**src/rtl/seven_segment_demultiplexer.sv**
```systemverilog
// rtl/seven_segment_demultiplexer.sv - recovers hex digits from a multiplexed 4-digit seven-segment bus
module seven_segment_demultiplexer #(
    parameter int unsigned STABLE_CYCLES = 4
) (
    input  logic        clock,
    input  logic        reset_n,
    input  logic [3:0]  select_in,
    input  logic [6:0]  segment_in,
    output logic [15:0] digits,
    output logic [3:0]  digit_valid,
    output logic        frame_done,
    output logic        decode_error
);

    // The sample leaves the synchronizer one edge before it can first match prev_q,
    // so acceptance happens when the count reaches STABLE_CYCLES-2.
    localparam logic [7:0] ACCEPT_CNT = 8'(STABLE_CYCLES - 2);

    typedef enum logic [1:0] {SYNC, EXP2, EXP1, EXP0} state_t;

    logic [3:0]  sel_meta_q, sel_sync_q;
    logic [6:0]  seg_meta_q, seg_sync_q;
    logic [10:0] prev_q;
    logic [7:0]  cnt_q, cnt_d;
    logic [15:0] digits_q, digits_d;
    logic [3:0]  valid_q, valid_d;
    logic        err_q, err_d;
    logic        frame_done_q, frame_done_d;
    state_t      state_q, state_d;

    logic        match;
    logic        accept;
    logic        onecold;
    logic [1:0]  idx;
    logic        seg_legal;
    logic        seg_blank;
    logic [3:0]  nibble;

    assign match  = ({sel_sync_q, seg_sync_q} == prev_q);
    assign accept = match && (cnt_q == ACCEPT_CNT);

    always_comb begin
        cnt_d = 8'd0;
        if (match) begin
            cnt_d = (cnt_q == 8'hFF) ? cnt_q : cnt_q + 8'd1;
        end
    end

    always_ff @(posedge clock or negedge reset_n) begin
        if (!reset_n) begin
            sel_meta_q <= 4'hF;
            sel_sync_q <= 4'hF;
            seg_meta_q <= 7'h00;
            seg_sync_q <= 7'h00;
            prev_q     <= {4'hF, 7'h00};
            cnt_q      <= 8'd0;
        end else begin
            sel_meta_q <= select_in;
            sel_sync_q <= sel_meta_q;
            seg_meta_q <= segment_in;
            seg_sync_q <= seg_meta_q;
            prev_q     <= {sel_sync_q, seg_sync_q};
            cnt_q      <= cnt_d;
        end
    end

    always_comb begin
        onecold = 1'b1;
        idx     = 2'd0;
        case (sel_sync_q)
            4'b1110: idx = 2'd0;
            4'b1101: idx = 2'd1;
            4'b1011: idx = 2'd2;
            4'b0111: idx = 2'd3;
            default: onecold = 1'b0;
        endcase
    end

    always_comb begin
        seg_legal = 1'b1;
        seg_blank = 1'b0;
        nibble    = 4'h0;
        case (seg_sync_q)
            7'h3F: nibble = 4'h0;
            7'h06: nibble = 4'h1;
            7'h5B: nibble = 4'h2;
            7'h4F: nibble = 4'h3;
            7'h66: nibble = 4'h4;
            7'h6D: nibble = 4'h5;
            7'h7D: nibble = 4'h6;
            7'h07: nibble = 4'h7;
            7'h7F: nibble = 4'h8;
            7'h6F: nibble = 4'h9;
            7'h77: nibble = 4'hA;
            7'h7C: nibble = 4'hB;
            7'h39: nibble = 4'hC;
            7'h5E: nibble = 4'hD;
            7'h79: nibble = 4'hE;
            7'h71: nibble = 4'hF;
            7'h00: begin
                seg_legal = 1'b0;
                seg_blank = 1'b1;
            end
            default: seg_legal = 1'b0;
        endcase
    end

    // Digit storage ignores scan order; only frame_done depends on it.
    always_comb begin
        digits_d = digits_q;
        valid_d  = valid_q;
        err_d    = err_q;
        if (accept && onecold) begin
            if (seg_legal) begin
                digits_d[{idx, 2'b00} +: 4] = nibble;
                valid_d[idx]                = 1'b1;
            end else begin
                valid_d[idx] = 1'b0;
                if (!seg_blank) begin
                    err_d = 1'b1;
                end
            end
        end
    end

    always_ff @(posedge clock or negedge reset_n) begin
        if (!reset_n) begin
            state_q <= SYNC;
        end else begin
            state_q <= state_d;
        end
    end

    always_comb begin
        state_d = state_q;
        if (accept && onecold) begin
            if (idx == 2'd3) begin
                state_d = EXP2;
            end else begin
                case (state_q)
                    EXP2:    state_d = (idx == 2'd2) ? EXP1 : SYNC;
                    EXP1:    state_d = (idx == 2'd1) ? EXP0 : SYNC;
                    default: state_d = SYNC;
                endcase
            end
        end
    end

    always_comb begin
        frame_done_d = accept && onecold && (state_q == EXP0) && (idx == 2'd0);
    end

    always_ff @(posedge clock or negedge reset_n) begin
        if (!reset_n) begin
            digits_q     <= 16'h0000;
            valid_q      <= 4'h0;
            err_q        <= 1'b0;
            frame_done_q <= 1'b0;
        end else begin
            digits_q     <= digits_d;
            valid_q      <= valid_d;
            err_q        <= err_d;
            frame_done_q <= frame_done_d;
        end
    end

    assign digits       = digits_q;
    assign digit_valid  = valid_q;
    assign frame_done   = frame_done_q;
    assign decode_error = err_q;

endmodule

```
**config.mk**
```make
export PLATFORM = sky130hd
export DESIGN_NAME = seven_segment_demultiplexer
export DESIGN_NICKNAME = d
export VERILOG_FILES = /design/src/rtl/seven_segment_demultiplexer.sv
export SDC_FILE = /design/constraint.sdc
export NUM_CORES = 1
export LEC_CHECK = 0
export BUFFER_PORTS_ARGS = -buffer_cell sky130_fd_sc_hd__buf_2
export CAP_MARGIN = 20
export CORE_ASPECT_RATIO = 0.6
export CORE_MARGIN = 2
export CORE_UTILIZATION = 35
export DETAILED_ROUTE_END_ITERATION = 7
export GPL_ROUTABILITY_DRIVEN = 0
export HOLD_SLACK_MARGIN = 0.05
export PLACE_DENSITY_LB_ADDON = 0.1
export SYNTH_ARGS = -nofsm -noshare
export SYNTH_HDL_FRONTEND = slang
export SYNTH_SLANG_ARGS = --single-unit
```
**constraint.sdc**
```tcl
create_clock -name clock -period 1.9 [get_ports clock]
set_input_delay 0.095 -clock clock [delete_from_list [all_inputs] [get_ports clock]]
set_output_delay 0.095 -clock clock [all_outputs]
set_load 0.03 [all_outputs]
```
== After elaboration in Yosys (flattened, before gate mapping) ==
Index checks and enable logic that the tools add are counted.
W data, S select, Z words.
Word-level totals
  output and inout bits: 22
  register bits: 65
  bits of input ports: 13
  logic and storage cells: 78
Cells by class
  reductions and logical operators: 11
  add/sub/neg operators: 2
  magnitude comparators: 2
  bitwise operators: 5
  mux-type cells: 15
  shift operators: 2
  equality and inequality tests: 30
Operator list (count)
  $eq A7 B7 Y1 const B: 12
  $pmux W4 S15: 1
  $bwmux W16: 1
  $mux W8: 2
  $reduce_or A16 Y1: 1
  $shift A4 B6 Y16 const A: 1
  $shiftx A4 B6 Y16: 1
  $eq A7 B3 Y1 const B: 2
  $eq A7 B6 Y1 const B: 2
  $eq A4 B4 Y1 const B: 3
  $eq A11 B11 Y1: 1
  $add A8 B1 Y8 const B: 1
  $eq A2 B2 Y1 const B: 4
  $eq A8 B2 Y1 const B: 1
  $eq A8 B8 Y1 const B: 1
  $logic_not A7 Y1: 1
  $mux W2: 3
  $neg A4 Y6: 1
  $pmux W2 S3: 1
  $logic_and A1 B1 Y1: 5
  $and A4 B4 Y4: 1
  $eq A2 B1 Y1 const B: 2
  $eq A4 B3 Y1 const B: 1
  $mux W1: 4
  13 further kinds: 14

== Logic depth before layout (Yosys ltp) ==
  word-level depth: 9
  mapped depth: 8
  mapped depth without buffers: 8

== Worst setup path after synthesis ==
No wires, ideal clock.
  path kind: reg2reg
  from: register sel_sync_q[1]
  to: register digits_q[10] (netlist: digits[10])
  clock period less this slack: 2.131 ns
  arrival: 2.006 ns
  path slack: -0.231 ns
  buffers on the path: 1
  stages on the path, launching flop included: 8
  library setup time: 0.125 ns
  required time: 1.775 ns
  cells stage by stage: dfstp_2 > xor2_1 > nor4_1 > nand3_2 > nor3_4 > buf_6 > nand3_4 > mux2_4
Between the ends
  longest elaborated chain between the ends: 5
  elaborated cells on any way between the ends: 15
RTL lines
  from (decl): RTL line 21  | logic [3:0] sel_meta_q, sel_sync_q;
  from (signal assigned): RTL line 59  | sel_sync_q <= sel_meta_q;
  $eq A4 B3 Y1 or $eq A4 B4 Y1 (tied branches): RTL line 70  | case (sel_sync_q)
  $pmux W2 S3 or $reduce_or A4 Y1 (tied branches)
  $neg A4 Y6 or $mux W1 (tied branches): RTL line 115, 70
  $shiftx A4 B6 Y16, or another cell as far along: RTL line 115  | digits_d[{idx, 2'b00} +: 4] = nibble;
  $bwmux W16 or $reduce_and A2 Y1 (tied branches)
  to (signal assigned): RTL line 160  | digits_q <= digits_d;
  to (decl): RTL line 25  | logic [15:0] digits_q, digits_d;
Several ways; a longest one is shown, not always the timed one.
A chain may end at the register's enable or synchronous reset.

== Final worst setup path ==
  from: register cnt_q[0]
  to: register digits_q[6] (netlist: digits[6])
Between the ends
  longest elaborated chain between the ends: 4
RTL lines
  from (decl): RTL line 24  | logic [7:0] cnt_q, cnt_d;
  from (signal assigned): RTL line 63  | cnt_q <= cnt_d;
  $eq A8 B2 Y1: RTL line 40  | assign accept = match && (cnt_q == ACCEPT_CNT);
  $logic_and A1 B1 Y1: RTL line 40
  $logic_and A1 B1 Y1: RTL line 113  | if (accept && onecold) begin
  $reduce_and A2 Y1 (no source line)
Every way passes these cells.

==> results.yml <==
run_status:
  outcome: "finished, violations left"
  violations: "negative setup slack"
sta:
  rsz0062_at_grt: "yes"
  max_slew_margin_pct: 62.5
  tightest_slew_ns: 0.562
  final_max_slew_viol_count: 0
  finalSetupViolCount: 21
  fin_ws_ns: -0.132
  skew_ns: 0.00619
  timing.final.hold_violations: 0
  timing.final.crit_period_ns: 2.03
  fmax_mhz: 492
  period_share_pct: 107
synth:
  async_reset_ff_share_pct: 100
  seq_area_frac_synth_pct: 55.3
  synth-main-ff-cell: "dfrtp_1"
  synth_edf_count: 0
  synthCells: 249
  ys_warn_count: 0
  ys_types: 51
  syn-mean-instance-area_sq_um: 11.9
  synth_seq_cells: 65
  synth_area_leader_cell: "dfrtp_1"
  synthesis.nets: 272
  yosysTopAreaCellShare_pct: 44.7
  synth_area_sq_um: 2970
  synth_area_leaders: "dfrtp_1, dfstp_2, xor2_1, ha_1, mux2_2"
clock_network:
  cts_buffer_depth: 2
  cts_sinks: 65
  clk-insertion-delay-late_ns: 0.33
  cts_tree: "done"
  cts_buffers: 9
  cts_root_buf: "clkbuf_16"
  cts_max_level: 3
  path_clk_slew_ns: 0.05
pwr:
  power_density_nw_per_um2: 799
  p_leak_nw: 2.06
  p_total_mw: 3.48
  ir_drop_mv: 0.427
grt:
  grt_pass1_vias: 2173
  antenna_found_initial: 0
  track_usage_pct: 15.7
  grt_max_degree: 27
  grt_pass1_wl_mm: 10.8
  overflow: 0
critical_path:
  worstPathBufferInverterCount: 2
  critical-path-top-delay-family: "simple AND/OR/NAND/NOR gates"
  critPathSlowestCell: "dfrtp_1"
  crit_required_ns: 2.11
  crit_path_end_kind: "flop"
  worstPathCellList: "inv_1 -> ha_1 -> nor4b_2 -> nand2_1 -> nor3_4 -> buf_4 -> nand3_2 -> mux2_2"
  max_stage_delay_ns: 0.37
  worst_ep_arrival_time_ns: 2.25
  start_kind: "flop"
  crit_type: "flop to flop"
  cp_max_fo: 4
layout:
  n_antenna_cell: 0
  syn_to_final_growth_pct: 46.7
  utilization_pct: 54.2
  finalInstanceArea_sq_um: 4350
  drive_gt1_share_pct: 49.2
  fillerInstances: 717
  nets: 380
placed_design:
  hpwl_mm: 4.57
  portBuffers: 34
  pre_cts_ws_ns: -0.314
  place_area_sq_um: 3640
detailed_routing:
  ant_nets: 0
  routed-via-count: 2206
  wl_per_cell_um: 13.6
  wl_mm: 6.41
  drc: 0
  dr.pass1.iters: 4
  drtIter0Drc: 134
  viasPerCell: 4.69
floorplanning:
  design.core.area_sq_um: 8040
  num_io_pins: 35
  fp.dieW_um: 123
  start_util_pct: 36.9
  die_y_um: 75.3
  fp.dieArea_sq_um: 9260
  num_rows: 25
flow_run:
  max_cap_violations: 0
min_path:
  hold_path.class: "primary input to async pin"
[state kept, by name, summed over array words and instances (netlist names), named ones only]
| name | count |
|---|---|
| state_q | 2 |
| sel_sync_q | 4 |
| seg_meta_q | 7 |
| decode_error | 1 |
| sel_meta_q | 4 |
| prev_q | 11 |
| seg_sync_q | 7 |
| cnt_q | 8 |
| frame_done | 1 |
| digits | 16 |
[synthesized netlist by cell type (2+ instances only)]
cell type  number
nand2b_1        4
nor2b_1         6
a31oi_1         6
clkbuf_1        3
and3_1          6
buf_6           2
dfrtp_1        53
nand4b_1        2
mux2_2         11
nor2_1         24
nand4_1         2
o21ai_0         4
nand3b_1        3
nand3_1        13
a21oi_1         4
inv_1           6
or3b_2          2
mux2_1          4
nor3_1          6
ha_1           10
nand2_1        13
mux2_4          4
a211oi_1        2
buf_2           3
nand3_2         2
xor2_1         16
nor3b_1         2
dfstp_2        12
mux2i_1         2
[cells by family (layout without fill, tap and decap cells)]
group	count (synthesis)	count (layout)	synth area share [%]
AOI/OAI and AO/OA	27	27	6.37
xor gates and xnor gates	17	17	5.02
adders and majority gates	10	10	4.22
buffers and inverters	14	127	2.40
DFF	65	65	55.3
muxes	21	21	8.39
and+or+nand+nor	95	95	18.3
[cell usage in the layout, fill, tap and decap left out, types with 5 or more instances in the layout]
cell and count:
and3_1 5, mux2_2 11, nand2_1 9, dfstp_2 12, buf_2 34, a31oi_1 6
nor2b_1 5, buf_4 52, clkbuf_16 12, ha_1 7, nor2_1 23, dfrtp_1 49
nand3_1 8, mux2_4 7, xor2_1 15, dlygate4sd3_1 12, nand3_2 5, buf_6 7
[area by class of cell]
| cell class | count | area (sq um) | share of cell area [%] |
|---|---|---|---|
| inverter | 6 | 27.5 | 0.632 |
| clock inverter | 2 | 12.5 | 0.287 |
| tap | 108 | 135 | 3.10 |
| clock buffer | 14 | 318 | 7.30 |
| timing repair buffer | 105 | 759 | 17.4 |
| multi-input combinational | 170 | 1460 | 33.4 |
| sequential | 65 | 1650 | 37.8 |
[what timing repair did]
action | CTS | global route
buffers inserted | 6 | 2
pin swaps | 5 | 8
hold buffers | 12 | 0
setup endpoints to repair | 24 | 24
hold endpoints to repair | 23 | 0
gates resized for setup | 22 | 28
[path summary, 6_finish.rpt]
check,start,endpoint,slack [ns],cells after the start
worst min register to register,seg_meta_q[4]$_DFF_PN0_,seg_sync_q[4]$_DFF_PN0_,0.34,0
worst min-delay path,reset_n,seg_sync_q[2]$_DFF_PN0_,0.29,2
worst max register to register,cnt_q[0]$_DFFE_PN0P_,digits[6]$_DFFE_PN0P_,-0.13,8
worst max-delay path,cnt_q[0]$_DFFE_PN0P_,digits[6]$_DFFE_PN0P_,-0.13,8
max in group asynchronous,reset_n,seg_sync_q[3]$_DFF_PN0_,0.92,3
min in group clock,seg_meta_q[4]$_DFF_PN0_,seg_sync_q[4]$_DFF_PN0_,0.34,0
[metal layers]
layer  up-vias  global-route usage [%]  wire length (um)
met3        10                    5.69               356
met5         -                       0                 0
li1       1094                       -                 -
met1      1056                    21.9              3340
met2        46                    22.5              2620
met4         0                    6.13                97
[worst register-to-register path, delay by kind of cell, from the launching register on]
| family | cells | cell delay, ns |
|---|---|---|
| simple gates | 4 | 0.88 |
| flops | 1 | 0.37 |
| mux | 1 | 0.30 |
| fa+ha+maj | 1 | 0.13 |
| buf+inv | 2 | 0.23 |
[where the power goes]
part | total (mW) | internal (mW) | switching [mW] | leakage [nW]
clock network | 1.74 | 1.15 | 0.581 | 0.160
registers | 1.46 | 1.43 | 0.0267 | 0.814
logic | 0.285 | 0.140 | 0.146 | 1.08
[per-stage QoR]
stage,hold slack (ns),instances,TNS [ns]
2_1_floorplan,-0.201,249,-1.96
3_3_place_gp,0.115,434,-4.07
3_5_place_dp,0.115,434,-5.27
4_1_cts,0.288,468,-4.15
5_1_grt,0.347,470,-4.35
6_report,0.290,470,-2.05
(Power assumes the default switching activity.)
